--- src/rtl/pool_pkg.sv ---
// Shared types and constants for the 2x2 average-pooling stage.
package pool_pkg;

    typedef logic signed [15:0] pixel_t;
    typedef logic signed [17:0] acc_t;

    typedef enum logic [1:0] {
        IDLE  = 2'd0,
        FETCH = 2'd1,
        WRITE = 2'd2,
        DONE  = 2'd3
    } state_t;

    localparam int POOL_SHIFT = 2;

    function automatic acc_t sext_pixel(input pixel_t p);
        return acc_t'({{2{p[15]}}, p});
    endfunction

endpackage

--- src/rtl/pool_window_counter.sv ---
// Window (i,j) and tap (k) counters; produces the registered read address
// for the next tap and the output address of the current window.
module pool_window_counter #(
    parameter int N   = 28,
    parameter int AW  = ((N * N) > 1) ? $clog2(N * N) : 1,
    parameter int OAW = (((N / 2) * (N / 2)) > 1) ? $clog2((N / 2) * (N / 2)) : 1
) (
    input  logic           clk,
    input  logic           rst_n,
    input  logic           i_clear,
    input  logic           i_tap_adv,
    input  logic           i_win_adv,
    input  logic           i_rd_next,
    output logic [AW-1:0]  o_rd_addr,
    output logic [OAW-1:0] o_wr_addr,
    output logic           o_first_tap,
    output logic           o_last_tap,
    output logic           o_last_window
);

    localparam int M  = N / 2;
    localparam int CW = (M > 1) ? $clog2(M) : 1;

    logic [CW-1:0] r_i, r_j, w_i_nxt, w_j_nxt;
    logic [1:0]    r_k, w_k_nxt;
    logic [AW-1:0] r_rd_addr;
    int            w_rd_full;

    assign o_first_tap   = (r_k == 2'd0);
    assign o_last_tap    = (r_k == 2'd3);
    assign o_last_window = (int'(r_i) == M - 1) && (int'(r_j) == M - 1);
    assign o_wr_addr     = OAW'(int'(r_i) * M + int'(r_j));
    assign o_rd_addr     = r_rd_addr;

    // Next counter values; j advances fastest and everything wraps after the last window.
    always_comb begin
        w_i_nxt = r_i;
        w_j_nxt = r_j;
        w_k_nxt = r_k;
        if (i_clear) begin
            w_i_nxt = '0;
            w_j_nxt = '0;
            w_k_nxt = 2'd0;
        end else if (i_win_adv) begin
            w_k_nxt = 2'd0;
            if (o_last_window) begin
                w_i_nxt = '0;
                w_j_nxt = '0;
            end else if (int'(r_j) == M - 1) begin
                w_j_nxt = '0;
                w_i_nxt = r_i + CW'(1);
            end else begin
                w_j_nxt = r_j + CW'(1);
            end
        end else if (i_tap_adv) begin
            w_k_nxt = r_k + 2'd1;
        end else begin
            w_k_nxt = r_k;
        end
        // Row is 2i + k[1], column is 2j + k[0].
        w_rd_full = int'({w_i_nxt, w_k_nxt[1]}) * N + int'({w_j_nxt, w_k_nxt[0]});
    end

    // Counter and read-address registers.
    always_ff @(posedge clk or negedge rst_n) begin
        if (!rst_n) begin
            r_i       <= '0;
            r_j       <= '0;
            r_k       <= 2'd0;
            r_rd_addr <= '0;
        end else begin
            r_i       <= w_i_nxt;
            r_j       <= w_j_nxt;
            r_k       <= w_k_nxt;
            r_rd_addr <= i_rd_next ? AW'(w_rd_full) : '0;
        end
    end

endmodule

--- src/rtl/pool2x2_scheduler.sv ---
// 2x2 stride-2 average-pooling sequencer: fetches four pixels per window,
// writes their floored mean, and signals completion with start/finish.
module pool2x2_scheduler #(
    parameter int N   = 28,
    parameter int AW  = ((N * N) > 1) ? $clog2(N * N) : 1,
    parameter int OAW = (((N / 2) * (N / 2)) > 1) ? $clog2((N / 2) * (N / 2)) : 1
) (
    input  logic                  clk,
    input  logic                  rst_n,
    input  logic                  start,
    output logic                  finish,
    output logic                  busy,
    output logic                  rd_en,
    output logic [AW-1:0]         rd_addr,
    input  logic signed [15:0]    rd_data,
    output logic                  wr_en,
    output logic [OAW-1:0]        wr_addr,
    output logic signed [15:0]    wr_data
);

    import pool_pkg::*;

    localparam int M = N / 2;

    state_t         r_state, w_state_nxt;
    acc_t           r_acc, w_sum, w_avg;
    logic           r_rd_en;
    logic           w_first_tap, w_last_tap, w_last_window;
    logic [OAW-1:0] w_wr_addr;

    pool_window_counter #(.N(N), .AW(AW), .OAW(OAW)) u_counter (
        .clk           (clk),
        .rst_n         (rst_n),
        .i_clear       (r_state == IDLE),
        .i_tap_adv     (r_state == FETCH),
        .i_win_adv     (r_state == WRITE),
        .i_rd_next     (w_state_nxt == FETCH),
        .o_rd_addr     (rd_addr),
        .o_wr_addr     (w_wr_addr),
        .o_first_tap   (w_first_tap),
        .o_last_tap    (w_last_tap),
        .o_last_window (w_last_window)
    );

    assign w_sum = r_acc + sext_pixel(rd_data);
    assign w_avg = w_sum >>> POOL_SHIFT;
    assign rd_en = r_rd_en;

    // Next-state logic; a held start cannot retrigger from DONE.
    always_comb begin
        w_state_nxt = r_state;
        case (r_state)
            IDLE:    w_state_nxt = start ? ((M == 0) ? DONE : FETCH) : IDLE;
            FETCH:   w_state_nxt = w_last_tap ? WRITE : FETCH;
            WRITE:   w_state_nxt = w_last_window ? DONE : FETCH;
            DONE:    w_state_nxt = start ? DONE : IDLE;
            default: w_state_nxt = IDLE;
        endcase
    end

    // Status and write-port outputs decoded from the state register.
    always_comb begin
        busy    = (r_state == FETCH) || (r_state == WRITE);
        finish  = (r_state == DONE);
        wr_en   = (r_state == WRITE);
        wr_addr = wr_en ? w_wr_addr : '0;
        wr_data = wr_en ? pixel_t'(w_avg[15:0]) : 16'sd0;
    end

    // State, read strobe and accumulator; tap 0 has no returned data yet.
    always_ff @(posedge clk or negedge rst_n) begin
        if (!rst_n) begin
            r_state <= IDLE;
            r_rd_en <= 1'b0;
            r_acc   <= '0;
        end else begin
            r_state <= w_state_nxt;
            r_rd_en <= (w_state_nxt == FETCH);
            r_acc   <= ((r_state == FETCH) && !w_first_tap) ? w_sum : '0;
        end
    end

endmodule
--- config.mk ---
export PLATFORM = sky130hd
export DESIGN_NAME = pool2x2_scheduler
export DESIGN_NICKNAME = d
export VERILOG_FILES = /design/src/rtl/pool_pkg.sv /design/src/rtl/pool_window_counter.sv /design/src/rtl/pool2x2_scheduler.sv
export SDC_FILE = /design/constraint.sdc
export NUM_CORES = 1
export LEC_CHECK = 0
export CAP_MARGIN = 0
export CORE_MARGIN = 3
export CORE_UTILIZATION = 59
export DETAILED_ROUTE_END_ITERATION = 16
export PLACE_DENSITY_LB_ADDON = 0.05
export SYNTH_ARGS = -nofsm -noshare
export SYNTH_HDL_FRONTEND = slang
export SYNTH_SLANG_ARGS = --single-unit
--- constraint.sdc ---
create_clock -name clk -period 9.3 [get_ports clk]
set_input_delay 1.86 -clock clk [delete_from_list [all_inputs] [get_ports clk]]
set_output_delay 1.86 -clock clk [all_outputs]
set_load 0.05 [all_outputs]
==> results of run 1 <==
[state kept, by name, indices dropped and copies added (netlist names)]
register / flops
u_counter.o_rd_addr: 10
r_state: 2
rd_en: 1
u_counter.r_i: 4
u_counter.r_j: 4
u_counter.r_k: 2
r_acc: 18
[cells in the final DEF, fill, tap and decap left out, types with 3 or more instances in the layout]
| cell | synthesis | layout |
|---|---|---|
| dfrtp_1 | 41 | 41 |
| or3_1 | 3 | 3 |
| nand3_1 | 8 | 8 |
| clkbuf_8 | 0 | 5 |
| and2_1 | 11 | 11 |
| o21ai_0 | 15 | 15 |
| inv_1 | 20 | 20 |
| nand2b_1 | 8 | 8 |
| a21oi_1 | 33 | 33 |
| nor3b_1 | 6 | 6 |
| o21bai_1 | 5 | 5 |
| nor2_1 | 43 | 43 |
| xor2_1 | 12 | 12 |
| fa_1 | 8 | 8 |
| a21o_1 | 16 | 16 |
| ha_1 | 49 | 49 |
| a211oi_1 | 7 | 7 |
| mux2i_1 | 7 | 7 |
| nand2_1 | 21 | 21 |
| nor3_1 | 14 | 14 |
| nand4_1 | 9 | 9 |
| xnor2_1 | 16 | 16 |
| or2_2 | 4 | 4 |
| clkdlybuf4s50_1 | 0 | 55 |
| nor2b_1 | 5 | 5 |
| o211ai_1 | 3 | 3 |
[synthesized netlist by cell type (8+ instances only)]
library cell	count	area [um^2]
dfrtp_1	41	1030
xor2_1	12	105
o21ai_0	15	75.1
inv_1	20	75.1
fa_1	8	160
nor2_1	43	161
a21oi_1	33	165
nand4_1	9	56.3
a21o_1	16	120
nand3_1	8	40.0
and2_1	11	68.8
clkbuf_1	8	30.0
xnor2_1	16	140
nand2_1	21	78.8
ha_1	49	613
nor3_1	14	70.1
nand2b_1	8	50.1
[through the flow]
step,utilization,setup slack [ns],hold slack [ns],instances,power (uW)
3_5_place_dp,0.735,2.64,0.581,519,523
3_3_place_gp,0.735,2.73,0.559,519,515
6_report,0.750,2.60,0.602,527,643
2_1_floorplan,-,2.65,0.539,403,450
4_1_cts,0.750,2.62,0.605,527,647
5_1_grt,0.750,2.50,0.636,527,691
[logic make-up (layout without fill, tap and decap cells)]
family | Yosys count | count (layout)
DFF | 41 | 41
adders and majority gates | 57 | 57
and+or+nand+nor | 140 | 140
xor gates and xnor gates | 28 | 28
buffers and inverters | 32 | 84
AOI/OAI and AO/OA | 97 | 97
muxes | 8 | 8
[per-layer routing]
metal / track usage / vias to the layer above / share of wire
met3: 0.0346 / 14 / 0.036
met4: 0.0760 / 0 / 0.014
met1: 0.281 / 1461 / 0.42
li1: - / 1523 / -
met5: 0 / - / 0
met2: 0.438 / 66 / 0.53
[report_power, final]
part | switching (uW) | total (uW) | internal (uW)
combinational | 191 | 305 | 114
sequential | 12.3 | 217 | 205
clock | 67.9 | 121 | 53.0
[critical path, delay by kind of cell]
family	cells	cell delay, ns
adder cells (fa/ha/maj)	1	0.35
buffers and inverters	2	1.27
multiplexers	1	0.19
AO/OA/AOI/OAI	4	1.15
[cell type report]
class / instances / share of cell area
inverters: 20 / 0.0175
multi-input cells: 330 / 0.572
clock buffers: 6 / 0.0169
flip-flops and latches: 41 / 0.240
clock inverters: 2 / 0.00351
well taps: 72 / 0.0210
repair buffers: 56 / 0.130
[worst min path at each step]
stage	slack (ns)	cells after the start	startpoint	endpoint
floorplan	0.54	2	r_acc[0]	r_acc[0]
global placement	0.56	2	r_acc[0]	r_acc[0]
detailed placement	0.58	2	r_acc[0]	r_acc[0]
CTS	0.60	2	r_acc[0]	r_acc[0]
global route	0.64	2	r_acc[0]	r_acc[0]
finish	0.60	2	r_acc[0]	r_acc[0]
==> impl_metrics.tcl, run 1 <==
set metrics [dict create \
    grt_pass1_vias 3045 \
    first_pass_iters 4 \
    slew_headroom 0.381 \
    p_leak_uw 0.00206 \
    area_growth_pct 19.0 \
    multiInputGateArea_um2 2450 \
    first_iter_violations 133 \
    dieArea_um2 7070 \
    die_y_um 84.1 \
    period_needed_ns 6.70 \
    clock_sinks 41 \
    path_clk_slew_ns 0.08 \
    fin_nets 530 \
    fin_skew_ns 0.0136 \
    slew_viol_final 0 \
    cap_violations 0 \
    grt_max_degree 42 \
    dp.final_hpwl_um 6080 \
    cts_hold_repair.buffers 0 \
    fin_setup_tns_ns 0 \
    crit_arrival_ns 4.84 \
    ys_ff_latch 41 \
    r2r_cells 14 \
    cp-start-kind "input port" \
    drive_above_1_share 0.0396 \
    grt_overflow 0 \
    status "completed" \
    critPathMaxStageDelay_ns 0.81 \
    synthArstFlopShare 1.00 \
    worst_ep_required_time_ns 7.44 \
    regArea_um2 1030 \
    num_rows 27 \
    hp-class "reg -> reg" \
    synth_edf_count 0 \
    critical_path.endpoint "wr_data[13]" \
    cts_setup_buffers 0 \
    fin_area_um2 4280 \
    pin_count 57 \
    ys_seq_area_frac 0.285 \
    portBuffers 56 \
    synth_flop_cell "dfrtp_1" \
    crit_start "rd_data[1]" \
    wl_per_cell_um 15.1 \
    grt_use_total 0.238 \
    timing.rr.end "u_counter.o_rd_addr[8]" \
    core_area_um2 5710 \
    muxShareOfSynthArea 0.0226 \
    final-setup-viol-count 0 \
    synth_top_family_by_area "adder cells" \
    clockRootBuffer "clkbuf_8" \
    path_cells "clkdlybuf4s50_1 > ha_1 > a211oi_1 > o21bai_1 > o31ai_1 > o211ai_1 > mux2i_1 > clkdlybuf4s50_1" \
    dr_total_vias 3064 \
    rr_startpoint "r_state[0]" \
    worstSetupPathType "in -> out" \
    cp_slowest_cell "clkdlybuf4s50_1" \
    synth_compound_area_frac 0.179 \
    yosysWarnings 0 \
    rsz0062_at_grt "false" \
    powerDensity_nw_per_um2 150 \
    vias_per_cell 5.81 \
    drtAntennaViolNets 0 \
    syn_area_um2 3600 \
    ctsLongestPathBuffers 2 \
    syn_inst 403 \
    diodes 0 \
    grt_pass1_wl_um 13900 \
    antenna_found_initial 0 \
    timing.final.crit_share 0.721 \
    wirelength_um 7970 \
    timing.fmax_ghz 0.149 \
    htree_levels 2 \
    crit_path_frequent_cell "clkdlybuf4s50_1" \
    worst_pin_slew_ns 0.929 \
    start_util 0.630 \
    clock_latency_ns 0.30 \
    fillers 441 \
    hold_viol 0 \
    fp.dieW_um 84.1 \
    yosys.area_share.adder 0.215 \
    placed_area_um2 4200 \
    syn-num-nets 479 \
    drc 0 \
    ir_worst_vdd_mv 0.0896 \
    syn-mean-instance-area_um2 8.93 \
    gp_congestion 0.892 \
    synth-xor-area-share 0.0682 \
    end_kind "output port" \
    reg2reg_setup_slack_ns 4.95 \
    crit_fanout 4 \
    cts_tree "done" \
    synth_cell_types 49 \
    numCtsBuffers 5 \
    post_cts_resized 0 \
    synth-simple-area-share 0.195 \
]
Note: power is estimated with default switching activity, not from simulation.
==> run 2: changes to the inputs <==
--- a/config.mk
+++ b/config.mk
@@ -7,7 +7,7 @@
 export LEC_CHECK = 0
 export CAP_MARGIN = 0
 export CORE_MARGIN = 3
-export CORE_UTILIZATION = 59
+export CORE_UTILIZATION = 50
 export DETAILED_ROUTE_END_ITERATION = 16
 export PLACE_DENSITY_LB_ADDON = 0.05
 export SYNTH_ARGS = -nofsm -noshare
==> constraint.sdc (replaced) <==
create_clock -name clk -period 5.8 [get_ports clk]
set_input_delay 1.16 -clock clk [delete_from_list [all_inputs] [get_ports clk]]
set_output_delay 1.16 -clock clk [all_outputs]
set_load 0.05 [all_outputs]
==> impl_metrics.tcl, run 2 (synthesis gave the netlist of run 1 again) <==
set metrics [dict create \
    p_sw_uw 431 \
    p_leak_uw 0.00210 \
    timing.final.crit_share 0.940 \
    cp_slowest_cell "clkdlybuf4s50_1" \
    dieArea_um2 8250 \
    p_clk_frac 0.251 \
    first_pass_iters 4 \
    final-setup-viol-count 0 \
    pin_count 57 \
    dp.final_hpwl_um 6200 \
    drtAntennaViolNets 0 \
    timing.rr.end "u_counter.o_rd_addr[8]" \
    ir_worst_vdd_mv 0.151 \
    antenna_found_initial 0 \
    powerDensity_nw_per_um2 255 \
    largest_register_ffs 18 \
    r2r_cells 14 \
    slew_viol_final 0 \
    crit_path_frequent_cell "clkdlybuf4s50_1" \
    crit_fanout 4 \
    cap_violations 0 \
    hp-class "reg -> reg" \
    cp-start-kind "input port" \
    hold_viol 0 \
    hold_start "r_acc[0]" \
    end_kind "output port" \
    period_needed_ns 5.45 \
    min_path_cells 2 \
    path_clk_slew_ns 0.08 \
    worst_pin_slew_ns 0.952 \
    gp_congestion 0.877 \
    portBuffers 56 \
    clock_sinks 41 \
    first_iter_violations 61 \
    grt_use_total 0.207 \
    ctsLongestPathBuffers 2 \
    mostFrequentLayoutCell "clkdlybuf4s50_1" \
    start_util 0.524 \
    comb_power_share 0.438 \
    wl_per_cell_um 14.5 \
    grt_max_degree 42 \
    p_seq_frac 0.311 \
    grt_pass1_vias 3098 \
    htree_levels 2 \
    vias_per_cell 5.51 \
    fin_ws_ns 0.347 \
    fp.dieW_um 90.8 \
    internal-power_uw 683 \
    cts_tree "done" \
    drc 0 \
    cts_hold_repair.buffers 0 \
    slew_headroom 0.365 \
    layout_common_cells "clkdlybuf4s50_1 (55), ha_1 (49), nor2_1 (43), dfrtp_1 (41), a21oi_1 (33)" \
    die_y_um 90.8 \
    worst_ep_required_time_ns 4.64 \
    fin_skew_ns 0.00672 \
    diodes 0 \
    switching_share 0.387 \
    path_cells "clkdlybuf4s50_1 > ha_1 > a211oi_1 > o21bai_1 > a2111oi_0 > nor3_1 > nor3b_1 > clkdlybuf4s50_1" \
    timing.fmax_ghz 0.183 \
    critPathMaxStageDelay_ns 0.85 \
    dp_slack_ns 0.280 \
    wirelength_um 8040 \
    regMostFlops "r_acc" \
    worstSetupPathType "in -> out" \
    reg2reg_setup_slack_ns 1.89 \
    num_rows 30 \
    clockRootBuffer "clkbuf_8" \
    fin_nets 532 \
    drive_above_1_share 0.0460 \
    core_area_um2 6870 \
    area_growth_pct 21.6 \
    numCtsBuffers 5 \
    fin_setup_tns_ns 0 \
    min_to "r_acc[0]" \
    grt_pass1_wl_um 14100 \
    dr_total_vias 3048 \
    clock_latency_ns 0.30 \
    rr_startpoint "r_state[0]" \
    cts_setup_buffers 0 \
    rsz0062_at_grt "false" \
    post_cts_resized 0 \
    status "completed" \
    crit_arrival_ns 4.29 \
    grt_overflow 0 \
]
==> run 2: cell count changes in the layout (fill, tap and decap cells not counted) <==
cell | before | now
buf_4 | 0 | 2
bufinv_16 | 0 | 2
clkbuf_1 | 1 | 0
clkinv_2 | 0 | 1
clkinvlp_4 | 2 | 0
==> run 2: worst max-delay path, delay by kind of cell <==
kind | cells | cell delay [ns]
simple gates | 2 | 0.41
compound gates | 3 | 1.06
buf+inv | 2 | 1.31
fa+ha+maj | 1 | 0.34
==> run 2: cell type report <==
type / instances / area [um^2]
clock buffers: 5 / 68.8
clock inverters: 3 / 65.1
fillers: 630 / 2490
inverters: 20 / 75.1
multi-input cells: 330 / 2450
flip-flops and latches: 41 / 1030
well taps: 96 / 120
repair buffers: 58 / 571
==> run 2: worst max-delay path by stage <==
stage	from	end	slack, ns	cells after the start
after global placement	rd_data[1]	wr_data[9]	0.38	8
after CTS	rd_data[1]	wr_data[9]	0.27	8
after detailed placement	rd_data[1]	wr_data[9]	0.28	8
after global routing	rd_data[1]	wr_data[9]	0.08	8
final	rd_data[1]	wr_data[9]	0.35	8
after floorplan	rd_data[6]	wr_data[15]	0.55	5
==> run 2: power groups by stage <==
| stage | registers (uW) | clock network, uW | logic [uW] |
|---|---|---|---|
| floorplan | 381 | 0 | 340 |
| global placement | 352 | 0 | 479 |
| detailed placement | 353 | 0 | 486 |
| CTS | 347 | 285 | 489 |
| global route | 352 | 297 | 547 |
| finish | 347 | 279 | 488 |
==> run 2: per-stage QoR <==
step                       util  hold WS, ns  area (um^2)  total power [uW]  instances
final                     0.637        0.584         4370              1110        553
after global routing      0.637        0.665         4370              1200        553
after CTS                 0.637        0.591         4370              1120        553
after detailed placement  0.617        0.568         4240               839        545
after global placement    0.617        0.566         4240               832        545
after floorplan               -        0.539         3600               721        403
==> run 2: routing by layer <==
| layer | global-route usage | up-vias | share of wire | wire (um) |
|---|---|---|---|---|
| met5 | 0 | - | 0 | 0 |
| met4 | 0.0540 | 0 | 0.014 | 115 |
| met3 | 0.0300 | 10 | 0.031 | 251 |
| met2 | 0.387 | 50 | 0.52 | 4180 |
| met1 | 0.245 | 1457 | 0.43 | 3490 |
| li1 | - | 1531 | - | - |
